==> config.mk <==
export PLATFORM = sky130hd
export DESIGN_NAME = pc_fetch_unit_flat
export DESIGN_NICKNAME = d
export VERILOG_FILES = /design/src/rtl/pc_fetch_unit_if.sv /design/src/rtl/pc_fetch_unit.sv /design/src/flat_wrapper.sv
export SDC_FILE = /design/constraint.sdc
export NUM_CORES = 1
export LEC_CHECK = 0
export CAP_MARGIN = 0
export CORE_ASPECT_RATIO = 0.6
export CORE_MARGIN = 2
export CORE_UTILIZATION = 48
export CTS_BUF_LIST = sky130_fd_sc_hd__clkbuf_4 sky130_fd_sc_hd__clkbuf_8
export CTS_CLUSTER_SIZE = 8
export DETAILED_ROUTE_END_ITERATION = 8
export HOLD_SLACK_MARGIN = 0.1
export PLACE_DENSITY_LB_ADDON = 0.05
export SLEW_MARGIN = 5
export SYNTH_ARGS = -nofsm -noshare
export SYNTH_HDL_FRONTEND = slang
export SYNTH_SLANG_ARGS = --single-unit
==> constraint.sdc <==
create_clock -name clk -period 4.1 [get_ports clk]
set_clock_uncertainty 0.15 [all_clocks]
set_input_delay 0.82 -clock clk [delete_from_list [all_inputs] [get_ports clk]]
set_output_delay 0.82 -clock clk [all_outputs]
set_load 0.03 [all_outputs]
==> src/rtl/pc_fetch_unit_if.sv <==
// Instruction-memory fetch handshake between the fetch unit and imem.
//   req    : fetch request, held until gnt
//   addr   : fetch address, stable while req=1
//   gnt    : request accepted this cycle
//   rvalid : rdata valid this cycle (no earlier than the cycle after gnt)
//   rdata  : fetched instruction word
// master = fetch unit side, slave = memory side.
interface pc_fetch_unit_if;
  logic        req;
  logic [31:0] addr;
  logic        gnt;
  logic        rvalid;
  logic [31:0] rdata;

  modport master (output req, addr, input gnt, rvalid, rdata);
  modport slave  (input req, addr, output gnt, rvalid, rdata);
endinterface

==> src/rtl/pc_fetch_unit.sv <==
// Program-counter / instruction-fetch front end.
// Picks the next PC from PCSrc and the branch/JALR targets, fetches one
// instruction at a time over the imem req/gnt/rvalid handshake, and holds it
// for the execute path until consumed (stall=0). A taken target that is not
// word-aligned raises a sticky trap that only reset clears.
// Ports:
//   clk, rst_n                 clock, async active-low reset
//   pc_src, jalr               next-PC select from BranchLogic
//   branch_target, jalr_target candidate targets (jalr bit0 cleared here)
//   stall                      1 = current instruction not consumed
//   imem                       fetch handshake (master side)
//   inst_valid, inst, pc       current instruction and its address
//   misalign_trap, trap_addr   sticky misalignment flag and offending target
module pc_fetch_unit #(
  parameter logic [31:0] RESET_PC = 32'h0000_0000,
  parameter logic [31:0] NOP_INST = 32'h0000_0013
) (
  input  logic                   clk,
  input  logic                   rst_n,
  input  logic                   pc_src,
  input  logic                   jalr,
  input  logic [31:0]            branch_target,
  input  logic [31:0]            jalr_target,
  input  logic                   stall,
  pc_fetch_unit_if.master        imem,
  output logic                   inst_valid,
  output logic [31:0]            inst,
  output logic [31:0]            pc,
  output logic                   misalign_trap,
  output logic [31:0]            trap_addr
);

  typedef enum logic [2:0] {IDLE, REQ, WAIT, VALID, TRAP} state_t;

  state_t      state, state_d;
  logic [31:0] tgt, nxt;
  logic        load_inst, adv_pc, drop_inst, set_trap;

  // Only one fetch is ever outstanding, so the fetch address is simply pc.
  assign imem.req  = (state == REQ);
  assign imem.addr = pc;

  // JALR clears bit0 of its target; only bit1 can still misalign it.
  assign tgt = jalr ? (jalr_target & 32'hFFFF_FFFE) : branch_target;
  assign nxt = pc_src ? tgt : (pc + 32'd4);

  always_comb begin
    state_d   = state;
    load_inst = 1'b0;
    adv_pc    = 1'b0;
    drop_inst = 1'b0;
    set_trap  = 1'b0;
    case (state)
      IDLE:  state_d = REQ;
      REQ:   if (imem.gnt) state_d = WAIT;
      WAIT:  if (imem.rvalid) begin
               load_inst = 1'b1;
               state_d   = VALID;
             end
      VALID: if (!stall) begin
               drop_inst = 1'b1;
               if (nxt[1:0] == 2'b00) begin
                 adv_pc  = 1'b1;
                 state_d = REQ;
               end else begin
                 // pc is left pointing at the instruction that branched.
                 set_trap = 1'b1;
                 state_d  = TRAP;
               end
             end
      TRAP:  state_d = TRAP;
      default: state_d = IDLE;
    endcase
  end

  always_ff @(posedge clk or negedge rst_n) begin
    if (!rst_n) begin
      state         <= IDLE;
      pc            <= RESET_PC;
      inst          <= NOP_INST;
      inst_valid    <= 1'b0;
      misalign_trap <= 1'b0;
      trap_addr     <= 32'h0;
    end else begin
      state <= state_d;
      if (load_inst) begin
        inst       <= imem.rdata;
        inst_valid <= 1'b1;
      end
      if (drop_inst) begin
        inst       <= NOP_INST;
        inst_valid <= 1'b0;
      end
      if (adv_pc) pc <= nxt;
      if (set_trap) begin
        misalign_trap <= 1'b1;
        trap_addr     <= nxt;
      end
    end
  end

endmodule

==> src/flat_wrapper.sv <==
// flat-port wrapper written by rule: the top's interface ports become plain ports
module pc_fetch_unit_flat 
#(
  parameter logic [31:0] RESET_PC = 32'h0000_0000,
  parameter logic [31:0] NOP_INST = 32'h0000_0013
)
  (clk, rst_n, pc_src, jalr, branch_target, jalr_target, stall, inst_valid, inst, pc, misalign_trap, trap_addr, imem_req, imem_addr, imem_gnt, imem_rvalid, imem_rdata);
  pc_fetch_unit_if imem_i ();
  input  logic clk;
  input  logic rst_n;
  input  logic pc_src;
  input  logic jalr;
  input  logic [31:0] branch_target;
  input  logic [31:0] jalr_target;
  input  logic stall;
  output logic inst_valid;
  output logic [31:0] inst;
  output logic [31:0] pc;
  output logic misalign_trap;
  output logic [31:0] trap_addr;
  output wire logic [$bits(imem_i.req)-1:0] imem_req;
  output wire logic [$bits(imem_i.addr)-1:0] imem_addr;
  input wire logic [$bits(imem_i.gnt)-1:0] imem_gnt;
  input wire logic [$bits(imem_i.rvalid)-1:0] imem_rvalid;
  input wire logic [$bits(imem_i.rdata)-1:0] imem_rdata;
  assign imem_req = imem_i.req;
  assign imem_addr = imem_i.addr;
  assign imem_i.gnt = imem_gnt;
  assign imem_i.rvalid = imem_rvalid;
  assign imem_i.rdata = imem_rdata;
  pc_fetch_unit #(.RESET_PC(RESET_PC), .NOP_INST(NOP_INST)) u_core (.clk(clk), .rst_n(rst_n), .pc_src(pc_src), .jalr(jalr), .branch_target(branch_target), .jalr_target(jalr_target), .stall(stall), .imem(imem_i), .inst_valid(inst_valid), .inst(inst), .pc(pc), .misalign_trap(misalign_trap), .trap_addr(trap_addr));
endmodule
==> flow_summary.ini, run 1 <==
[status]
status = finished clean

[critical_path]
arrival_ns = 3.23
max_stage_delay_ns = 0.66
start_kind = primary input
cp_num_buf_inv = 2
crit_path_max_fanout = 14
critPathCaptureType = flop
worstSetupPathType = in -> reg
slowest_stage = and2_1
path_cells = buf_2, clkinv_1, o31ai_1, and2_1, nand2_1, o21ai_0
cp_data_required_time_ns = 4.22
critPathTopFamily = simple AND/OR/NAND/NOR gates

[die]
io_pins = 234
initial_core_util_pct = 49.8
core_area_mm2 = 0.0114
die_area_mm2 = 0.0128
rows = 30
die_h_um = 88.4
dieWidth_um = 145

[placed_design]
hpwlAfterDp_um = 12900
port_buffers = 232
place.gp.congestion = 0.827
pre_cts_ws_ns = 0.654

[clock_tree]
cts_made_buffers = 9
root_buffer = clkbuf_8
cts_htree_levels = 3
max-clock-path-buffers = 2
cts_tree = yes
cts.clk_slew.worst_paths_ns = 0.10
cts_setup_buffers = 0
cts_resized = 0
cts_sinks = 101
cts_hold_buffers = 0
clock_latency_ns = 0.37

[grt]
grt_pass1_wl_um = 28000
grt_pass1_vias = 5352
grt_max_degree = 64
globalRouteOverflowTotal = 0
grt_usage_pct = 28.2
antenna_found_initial = 0

[final_layout]
fin_nets = 936
mostFrequentLayoutCells = 229 x clkdlybuf4s50_1, 132 x nand2_1, 98 x dfrtp_1
diodes = 0
syn_to_final_growth_pct = 43.1
layout-drive-gt1-share_pct = 8.12
layout_commonest_cell = clkdlybuf4s50_1

[power]
p_sw_share_pct = 45.3
p_int_mw = 3.16
irDropWorstVdd_mv = 0.443
p_comb_share_pct = 54.1
p_switching_mw = 2.61
p_per_area_mw_per_mm2 = 707
power_frac_seq_pct = 32.2
p_leak_nw = 3.41
power.share.clock_pct = 13.7

[logic_synthesis]
syn_inst = 656
yosysWarnings = 0
synth_seq_cells = 101
ys_seq_area_share_pct = 44.4
syn_avg_cell_area_um2 = 8.70
synth.net_count = 760
syn-cell-area_mm2 = 0.00570
async_flop_share_pct = 100
synth_cell_types = 63
synth_top_flop_cell = dfrtp_1
synth_edf_count = 0

[sta]
setup_viol = 0
finalCriticalPeriod_ns = 3.11
relSlewSlack_pct = 19.0
maxSlewViolCount = 0
hold_violations = 0
finalWorstSetupSlack_ns = 0.994
setup_tns_ns = 0
rsz0062_at_grt = false
fin_crit_sh_pct = 75.7
tightest_slew_ns = 1.21
fmax_mhz = 322

[drt]
routed_wirelength_um = 17900
drt_pre_antenna_iters = 5
post-route-drc-count = 0
drt_iter0_markers = 430
vias = 5621
avgRoutedWirePerCell_um = 17.9
antenna_left = 0
avgViaCountPerCell = 5.64

[min_path]
min_path_type = reg -> reg

[job]
maxCapViolations = 0
sequential cells by signal, summed over array words and instances (netlist names):
name / flops
u_core.imem.addr: 32
u_core.inst: 32
u_core.inst_valid: 1
u_core.misalign_trap: 1
u_core.state: 3
u_core.trap_addr: 32
cell usage after synthesis (4+ instances only):
cell      instances  area [µm²]
a21o_1            6        45.0
o211ai_1          6        45.0
nand2_1         132         495
nor2_1           35         131
nand4_1          18         113
or2_2             6        37.5
and2_1            6        37.5
xnor2_1          15         131
and3_1            6        37.5
nor3_1           13        65.1
dfrtp_1          98        2450
a22oi_1           6        45.0
and4_1            5        43.8
mux2i_1          21         210
buf_2             5        25.0
o21ai_0          47         235
buf_4            34         255
a21oi_1          14        70.1
nor4_1            7        43.8
clkbuf_1         37         139
nor2b_1           5        31.3
mux2_2           15         169
inv_1             4        15.0
nand3_1          49         245
path summary, 6_finish.rpt:
check,start,to,slack (ns),cells after the start
worst max-delay path,pc_src,u_core.trap_addr[25],0.99,6
worst min-delay path,u_core.misalign_trap,u_core.misalign_trap,0.33,1
worst max register to register,u_core.imem.addr[2],u_core.imem.addr[26],1.32,6
worst min register to register,u_core.misalign_trap,u_core.misalign_trap,0.33,1
max in group asynchronous,rst_n,u_core.state[0],2.59,2
min in group asynchronous,rst_n,u_core.trap_addr[3],0.37,1
final cells by class:
class / count / area [µm²]
fillers: 899 / 3290
repair buffers: 246 / 2410
multi-input cells: 469 / 2750
clock inverters: 5 / 108
well taps: 160 / 200
inverters: 5 / 18.8
flip-flops and latches: 101 / 2530
clock buffers: 11 / 145
cell families after synthesis:
group                    share of synthesized area (%)
AND/OR/NAND/NOR                                   25.8
AO/OA/AOI/OAI                                     12.0
flip-flops                                        44.4
buffers and inverters                             8.18
multiplexers                                      6.65
XOR/XNOR                                          2.76
adder cells (fa/ha/maj)                          0.219
power groups by stage:
stage / clock network (mW) / registers [mW] / logic (mW)
2_1_floorplan: 0 / 2.54 / 1.15
3_3_place_gp: 0 / 1.83 / 3.07
3_5_place_dp: 0 / 1.86 / 3.13
4_1_cts: 0.800 / 1.85 / 3.14
5_1_grt: 0.847 / 1.93 / 3.31
6_report: 0.793 / 1.86 / 3.12
worst reg2reg max path: cells and delay by family (launching register included):
kind	cells	cell delay, ns
adders and majority gates	1	0.29
and+or+nand+nor	4	1.55
DFF	1	0.49
AOI/OAI and AO/OA	1	0.23
layer usage:
layer	up-vias	global-route usage [%]	wire (µm)	part of all wire, %
met1	2717	39.2	7810	44
met2	267	44.2	8110	45
met3	27	7.68	1670	9.4
met5	-	0	0	0
li1	2610	-	-	-
met4	0	7.68	288	1.6
per-stage QoR:
stage	hold WS, ns	power (mW)	instances	cell area, µm²	utilization (%)
2_1_floorplan	0.357	3.69	656	5700	-
3_3_place_gp	0.304	4.90	981	7910	69.1
3_5_place_dp	0.308	4.99	981	7910	69.1
4_1_cts	0.333	5.79	997	8160	71.3
5_1_grt	0.354	6.09	997	8160	71.3
6_report	0.330	5.77	997	8160	71.3
No activity file was read; power rests on OpenSTA's default activity.
==> inputs of run 2 (changes only) <==
--- a/config.mk
+++ b/config.mk
@@ -8,7 +8,7 @@
 export CAP_MARGIN = 0
 export CORE_ASPECT_RATIO = 0.6
 export CORE_MARGIN = 2
-export CORE_UTILIZATION = 48
+export CORE_UTILIZATION = 45
 export CTS_BUF_LIST = sky130_fd_sc_hd__clkbuf_4 sky130_fd_sc_hd__clkbuf_8
 export CTS_CLUSTER_SIZE = 8
 export DETAILED_ROUTE_END_ITERATION = 8
==> constraint.sdc (replaced) <==
create_clock -name clk -period 3.25 [get_ports clk]
set_clock_uncertainty 0.15 [all_clocks]
set_input_delay 0.65 -clock clk [delete_from_list [all_inputs] [get_ports clk]]
set_output_delay 0.65 -clock clk [all_outputs]
set_load 0.03 [all_outputs]
==> run 2 against run 1 <==
Compared with the run above: hold slack worse by 0.19 ns; first-iteration DRC count is 8.1% lower; cell area is 0.74% higher; non-clock buffer count is 8 higher; highest routed layer unchanged.
==> flow_summary.ini, run 2 (synthesis gave the netlist of run 1 again) <==
[critical_path]
cp_data_required_time_ns = 3.40
cp_num_buf_inv = 0
path_cells = ha_1, nand4_1, or4_1, or3_4, a31o_1, nor3_1
arrival_ns = 2.89
rrSetupSlack_ns = 0.51
critPathCaptureType = flop
cp.depth = 6
critPathTopFamily = simple AND/OR/NAND/NOR gates
r2r_start = u_core.imem.addr[2]
cp-startpoint = u_core.imem.addr[2]
slowest_stage = or4_1
start_kind = flop
worstSetupPathType = reg -> reg
r2r-end = u_core.imem.addr[26]
max_stage_delay_ns = 0.72
r2r_cells = 6
crit_path_max_fanout = 10

[grt]
grt_pass1_vias = 5433
antenna_found_initial = 0
grt_max_degree = 53
grt_pass1_wl_um = 28300
globalRouteOverflowTotal = 0
grt_usage_pct = 26.4

[power]
p_leak_nw = 3.43
p_int_mw = 3.87
p_sw_share_pct = 46.0
power_frac_seq_pct = 32.2
p_switching_mw = 3.30
p_comb_share_pct = 55.9
irDropWorstVdd_mv = 0.555
p_per_area_mw_per_mm2 = 872
power.share.clock_pct = 11.9

[drt]
vias = 5662
wl_met1_um = 7820
highest_layer = met4
route.met2.wl_um = 8190
drt_iter0_markers = 395
routed_wirelength_um = 18000
post-route-drc-count = 0
antenna_left = 0
dr_wl_met3_um = 1750
avgRoutedWirePerCell_um = 17.8
avgViaCountPerCell = 5.61
drt_pre_antenna_iters = 5

[die]
die_area_mm2 = 0.0136
io_pins = 234
initial_core_util_pct = 46.7
die_h_um = 91.2
rows = 31
core_area_mm2 = 0.0122
dieWidth_um = 149

[final_layout]
layout_commonest_cell = clkdlybuf4s50_1
syn_to_final_growth_pct = 44.2
regArea_mm2 = 0.00253
layout-drive-gt1-share_pct = 8.99
fin_nets = 944
mostFrequentLayoutCells = 229 x clkdlybuf4s50_1, 132 x nand2_1, 98 x dfrtp_1
diodes = 0
num-fill-cells = 964
multi_input_area_mm2 = 0.00276
stdcell_area_mm2 = 0.00822

[min_path]
min_path_type = in -> async

[job]
maxCapViolations = 0

[sta]
setup_tns_ns = 0
maxSlewViolCount = 0
rsz0062_at_grt = false
tightest_slew_ns = 0.829
whs_ns = 0.142
relSlewSlack_pct = 44.2
fin_crit_sh_pct = 84.4
setup_viol = 0
fmax_mhz = 365
hold_violations = 0
finalCriticalPeriod_ns = 2.74

[clock_tree]
cts_made_buffers = 9
cts_tree = yes
max-clock-path-buffers = 2
cts_setup_buffers = 0
cts_sinks = 101
cts_htree_levels = 3
root_buffer = clkbuf_8
clock_latency_ns = 0.37
cts.clk_slew.worst_paths_ns = 0.10
cts_hold_buffers = 0
cts_resized = 0

[status]
status = finished clean

[placed_design]
port_buffers = 232
placed_cell_area_mm2 = 0.00801
hpwlAfterDp_um = 13300
place.gp.congestion = 0.860
run 2: cell count changes in the layout (fill, tap and decap cells not counted), moves of 2 or more:
cell,change
buf_4,+6
bufinv_16,-2
buf_12,+2
clkinvlp_4,+2
run 2: cell type report:
class	instances	area share (%)
sequential	101	30.8
clock buffer	11	1.84
tap	165	2.51
inverter	5	0.228
multi-input combinational	469	33.5
timing repair buffer	254	30.4
clock inverter	5	0.715
run 2: power groups by stage:
stage	clock [mW]	combinational, mW	sequential [mW]
2_1_floorplan	0	1.45	3.20
3_5_place_dp	0	4.01	2.32
5_1_grt	0.912	4.25	2.40
6_report	0.853	4.01	2.31
4_1_cts	0.868	4.03	2.31
3_3_place_gp	0	3.94	2.29
run 2: metrics by stage:
stage | utilization, % | std cells | setup slack (ns) | total power [mW]
6_report | 67.3 | 1010 | 0.507 | 7.17
5_1_grt | 67.3 | 1010 | 0.324 | 7.56
4_1_cts | 67.3 | 1010 | 0.507 | 7.21
3_5_place_dp | 65.6 | 994 | 0.298 | 6.33
3_3_place_gp | 65.6 | 994 | 0.375 | 6.24
2_1_floorplan | - | 656 | 0.676 | 4.65
run 2: worst reg2reg max path, delay by kind of cell, from the launching register on:
family                   cells  cell delay, ns
adder cells (fa/ha/maj)      1            0.27
AO/OA/AOI/OAI                1            0.23
flip-flops                   1            0.48
AND/OR/NAND/NOR              4            1.53
run 2: how the worst max path moves through the flow:
stage / end / slack [ns]
floorplan: u_core.imem.addr[26] / 0.68
global placement: u_core.imem.addr[6] / 0.38
detailed placement: u_core.trap_addr[27] / 0.30
CTS: u_core.imem.addr[26] / 0.51
global route: u_core.imem.addr[26] / 0.32
finish: u_core.imem.addr[26] / 0.51
run 2: metal layers:
layer  global-route usage, %  vias to the layer above
met2                    41.8                      283
met3                    6.73                       23
met4                    5.48                        0
li1                        -                     2623
met1                    36.9                     2733
met5                       0                        -
==> RTL change 1, RTL diff (config.mk and constraints of run 1) <==
Make the reset (`rst_n`) synchronous in one clocked block. Comments in the files are not updated.
--- a/src/rtl/pc_fetch_unit.sv
+++ b/src/rtl/pc_fetch_unit.sv
@@ -75,3 +75,3 @@
 
-  always_ff @(posedge clk or negedge rst_n) begin
+  always_ff @(posedge clk) begin
     if (!rst_n) begin
Formal check against the unedited RTL: differs if rst_n is asserted again (counterexample within 4 cycles, from zero or initial values and one cycle with rst_n low); with rst_n held inactive, the same outputs for 10 cycles.
==> RTL change 1 against run 1 <==
Wire length shrank 8.8%; setup slack improved by 0.13 ns; final area fell by 7.9%; via count down 0.53%; synthesized area fell by 9.3%; sequential cell count is the same; critical endpoint is now u_core.trap_addr[20]; largest cell class unchanged.
Power is not compared: it rests on default switching activity, and its combinational part moved more than twofold at a synthesized area within 25%.
==> RTL change 1: results (changes against run 1) <==
- Share of the synthesized area in compound gates (AO/OA/AOI/OAI): 18.3% (+6.3 points)
- The slowest stage of the critical path belongs to the cell sky130_fd_sc_hd__or4b_1.
* Area of combinational cells with multiple inputs: 0.00270 mm² (-1.8%)
- Via count of the first global-routing pass: 5060 (-5.5%)
* Post-Route Hold Slack: 0.310 ns (-0.0200 ns)
- Register area share after synthesis: 39.1% (-5.3 points)
- Async set-or-reset flop fraction in the synthesized netlist: 0% (-100 points)
- Cells on Worst Hold Path: 2 (+1)
- Placement-stage cell area: 0.00729 mm² (-7.9%)
* Reg2Reg Setup Slack: 1.37 ns (+0.05 ns)
* Cells taking the most area after synthesis: sky130_fd_sc_hd__dfxtp_1, sky130_fd_sc_hd__nand2_1, sky130_fd_sc_hd__a21oi_1, sky130_fd_sc_hd__nand3_1, sky130_fd_sc_hd__buf_4
- The area used by sequential logic in the layout is 0.00202 mm² (-20%).
- Global-route wire length before repair: 25500 µm (-8.9%)
* H-tree levels: 3 (unchanged)
- Number of detailed-routing iterations run before antenna repair: 6 (+1)
- Hold EP: u_core.inst[28]
- Fraction of final layout cells with drive strength greater than 1: 5.99% (-2.1 points)
- Multi-input gates: 470 (+0.21%)
- The clock buffer and inverter area fraction after layout is 3.03% (-0.066 points).
- Die outline width: 138 µm (-4.6%)
- Worst flop-to-flop path endpoint: u_core.trap_addr[20]
* Filler cell count: 829 (-7.8%)
- The synthesized net count came to 762 (+0.26%).
- The buffer share of cell area came to 31.5% (+1.9 points).
- The total vias in the final route is 5591 (-0.53%).
- The global router's overall resource usage was 26.7% (-1.5 points).
- The global route total overflow came to 0 (unchanged).
- The adder-cell area share of the yosys netlist was 0.242% (+0.022 points).
* Xor/xnor cell area share of the yosys netlist: 2.03% (-0.73 points)
* Post-synthesis mux area share: 5.37% (-1.3 points)
* Worst-Margin Slew: 1.02 ns (-0.196 ns)
* Crit path from: branch_target[0]
- In this run the most critical hold path is launched from u_core.inst[28].
- The average wire per standard cell was 16.7 µm (-6.6%).
- The final weighted congestion of routability-driven global placement came to 0.815 (-1.5%).
- Pleak: 2.59 nW
- The area growth from synthesis to layout is 45.3%.
* Final Total Pwr: 2.03 mW
- Outcome: finished, final reports clean
- The number of logic inverters in the finished layout was 8 (+3).
* Count of buffers not belonging to the clock network in the layout: 240 (-2.4%)
- The worst stage delay on the critical path is 0.60 ns (-0.06 ns).
- Net total in the final layout: 934 (-0.21%)
- The first-iteration detailed-routing DRC count was 404 (-6.0%).
- Number of distinct library cell variants in the gate-level netlist after synthesis: 54 (-14%)
* Signal arrival time at the worst endpoint: 3.11 ns (-0.12 ns)
- Pin count of the biggest net entering global routing: 39 (-39%)
## RTL change 1: cell count changes in the layout (fill, tap and decap cells not counted), moves of 8 or more
cell                      before  now
sky130_fd_sc_hd__nand3_1      49   57
sky130_fd_sc_hd__xnor2_1      15    5
sky130_fd_sc_hd__a21oi_1      14   64
sky130_fd_sc_hd__o31ai_1       3   17
sky130_fd_sc_hd__nor2_1       35   17
sky130_fd_sc_hd__mux2_2       15    6
sky130_fd_sc_hd__o21ai_0      47   37
sky130_fd_sc_hd__dfxtp_1       0  101
sky130_fd_sc_hd__dfrtp_1      98    0
## RTL change 1: layer usage
layer	share of wire, %	GRT usage [%]	vias to the layer above
met2	47	44.5	285
li1	-	-	2649
met3	9.1	5.76	29
met4	1.8	7.33	0
met1	42	35.4	2628
met5	0	0	-
## RTL change 1: metrics by stage
step	std cells	setup WS [ns]
after global routing	974	1.03
after detailed placement	958	0.774
final	974	1.12
after global placement	958	0.883
after CTS	974	1.15
after floorplan	658	1.69
==> RTL change 2, RTL diff (flow settings as in run 1) <==
Without the edit above. `NOP_INST` is set to 32'h0000_0013 in 2 places; all go to 32'h00000009.
--- a/src/rtl/pc_fetch_unit.sv
+++ b/src/rtl/pc_fetch_unit.sv
@@ -15,3 +15,3 @@
   parameter logic [31:0] RESET_PC = 32'h0000_0000,
-  parameter logic [31:0] NOP_INST = 32'h0000_0013
+  parameter logic [31:0] NOP_INST = 32'h00000009
 ) (
--- a/src/flat_wrapper.sv
+++ b/src/flat_wrapper.sv
@@ -4,3 +4,3 @@
   parameter logic [31:0] RESET_PC = 32'h0000_0000,
-  parameter logic [31:0] NOP_INST = 32'h0000_0013
+  parameter logic [31:0] NOP_INST = 32'h00000009
 )
Check against the original RTL: not equivalent (a bounded check fails within 4 cycles, from zero or initial values and one cycle with rst_n low).
==> RTL change 2 against run 1 <==
Sequential cell count is the same; non-clock buffer count is the same; sequential power is 3% lower; synthesized area down 0.44%; critical path type unchanged; final area down 0.78%; setup slack better by 0.16 ns; sequential share of layout area is 0.23 points higher; largest power group unchanged; die area fell by 0.42%; power decreased by 6.5%; combinational power is 6% lower; register-to-register slack hardly changed; wire length down 4.0%.
==> RTL change 2: results (changes against run 1) <==
* Outcome: finished, final reports clean
* Total CTS buffers: 9 (unchanged)
- The maximum clock path buffer count came to 2 (unchanged).
- In the post-synthesis netlist, the biggest area contributors are sky130_fd_sc_hd__dfrtp_1, sky130_fd_sc_hd__nand2_1, sky130_fd_sc_hd__o21ai_0, sky130_fd_sc_hd__buf_4, sky130_fd_sc_hd__mux2i_1.
- Signal arrival time at the worst endpoint: 3.09 ns (-0.14 ns)
- By count the netlist is led by sky130_fd_sc_hd__nand2_1, sky130_fd_sc_hd__dfrtp_1, sky130_fd_sc_hd__o21ai_0, sky130_fd_sc_hd__clkbuf_1, sky130_fd_sc_hd__nor2_1.
- Global-route wire length before repair: 26600 µm (-4.9%)
- DR DRC count: 0 (unchanged)
- Pin count of the biggest net entering global routing: 66 (+3.1%)
* Fraction of final layout cells with drive strength greater than 1: 8.14% (+0.019 points)
- Type of the worst min-delay path: in2async
- Buffers on Ports: 232 (unchanged)
- The number of filler instances in the final layout is 875 (-2.7%).
- The iteration count of the initial detailed-routing pass came to 5 (unchanged).
* Clk Tree Root Cell: sky130_fd_sc_hd__clkbuf_8
* Total routing resource utilization after global routing: 26.9% (-1.3 points)
- Following the worst setup path forward leads to its endpoint at u_core.trap_addr[27].
* Source-to-sink clock delay at the later pin of the worst-skew pair: 0.38 ns
- Crit path from: stall
* Number of distinct library cell variants in the gate-level netlist after synthesis: 62 (-1.6%)
- Crit Reg-Reg Startpoint: u_core.imem.addr[2]
* DP HPWL: 12400 µm (-3.8%)
- Clock slew seen by the registers of the worst setup and hold paths: 0.10 ns (about the same)
- Synth warn: 0 (unchanged)
* Largest vdd supply drop: 0.000457 V (+3.2%)
* Pleak: 3.25 nW (-4.6%)
- In this run the critical register-to-register path is captured at u_core.imem.addr[26].
* Fin crit period: 2.95 ns (-0.160 ns)
- The via density per instance came to 5.56 (-1.4%).
* Register area share after synthesis: 44.5% (+0.17 points)
* Postcts setup bufs: 0 (unchanged)
- The path depth of the worst reg2reg path came to 6 (unchanged).
- The quantity of gates resized following cts came to 0 (unchanged).
- The first-iteration detailed-routing DRC count came to 342 (-20%).
- The worst max-slew margin expressed relative to the limit is 37.3% (+18 points).
- The synthesized net count was 755 (-0.66%).
- Initial antenna violation count: 0 (unchanged)
- H-tree levels: 3 (unchanged)
- The final weighted congestion of routability-driven global placement came to 0.803 (-2.9%).
- The minimum setup slack among reg-to-reg paths came to 1.32 ns (about the same).
- Number of inserted diodes: 0 (unchanged)
- Routed length per placed instance: 17.3 µm (-3.8%)
- The worst-path maximum fanout is 14 (unchanged).
- Via count of the first global-routing pass: 5291 (-1.1%)
- Net total in the final layout: 934 (-0.21%)
- The async set-reset flop share out of synthesis is 100% (unchanged).
-- RTL change 2: report_power, final --
part | total [mW] | internal, mW | switching, mW
Clock | 0.663 | 0.294 | 0.369
Combinational | 2.93 | 1.24 | 1.70
Sequential | 1.80 | 1.38 | 0.420
Total | 5.40 | 2.91 | 2.49
-- RTL change 2: worst max-delay path: stages --
cell and delay [ns]:
sky130_fd_sc_hd__clkdlybuf4s50_1 0.47, sky130_fd_sc_hd__nor4bb_1 0.34, sky130_fd_sc_hd__buf_4 0.24, sky130_fd_sc_hd__and2_1 0.58
sky130_fd_sc_hd__nand2_1 0.38, sky130_fd_sc_hd__o211ai_1 0.26
-- RTL change 2: worst min path at each step --
stage,from,endpoint,slack (ns),cells after the start
global route,u_core.trap_addr[22],u_core.trap_addr[22],0.35,1
global placement,u_core.misalign_trap,u_core.misalign_trap,0.30,1
CTS,u_core.misalign_trap,u_core.misalign_trap,0.33,1
detailed placement,u_core.misalign_trap,u_core.misalign_trap,0.30,1
floorplan,u_core.state[2],u_core.state[1],0.35,1
finish,rst_n,u_core.trap_addr[3],0.32,1
-- RTL change 2: cells by family (layout without fill, tap and decap cells) --
logic type	Yosys count	count (layout)	share of synthesized area (%)
xor+xnor	18	18	2.78
fa+ha+maj	1	1	0.220
buf+inv	82	266	7.80
compound gates	138	138	14.7
flops	101	101	44.5
simple gates	275	275	23.3
mux	36	36	6.68
-- RTL change 2: cell type report --
cell class                      count  share of cell area [%]
Clock buffer                       10                    1.62
Clock inverter                      6                   0.850
Inverter                            4                   0.185
Multi-Input combinational cell    468                    33.8
Sequential cell                   101                    31.2
Tap cell                          160                    2.47
Timing Repair Buffer              246                    29.8
-- RTL change 2: metrics by stage --
stage / instance area [µm²] / utilization, % / setup slack, ns / std cells / hold WS, ns
floorplan: 5680 / - / 1.42 / 651 / 0.346
global placement: 7900 / 69.2 / 0.911 / 979 / 0.302
detailed placement: 7900 / 69.2 / 0.800 / 979 / 0.301
CTS: 8100 / 71.0 / 1.19 / 995 / 0.330
global route: 8100 / 71.0 / 1.02 / 995 / 0.349
finish: 8100 / 71.0 / 1.15 / 995 / 0.323
-- RTL change 2: layer usage --
layer  vias up  part of all wire (%)  wire length [µm]  global-route usage (%)
met1      2656                    44              7490                    35.6
met4         0                   1.7               286                    9.62
li1       2601                     -                 -                       -
met3        21                   8.4              1440                    6.22
met2       252                    46              7950                    44.3
met5         -                     0                 0                       0
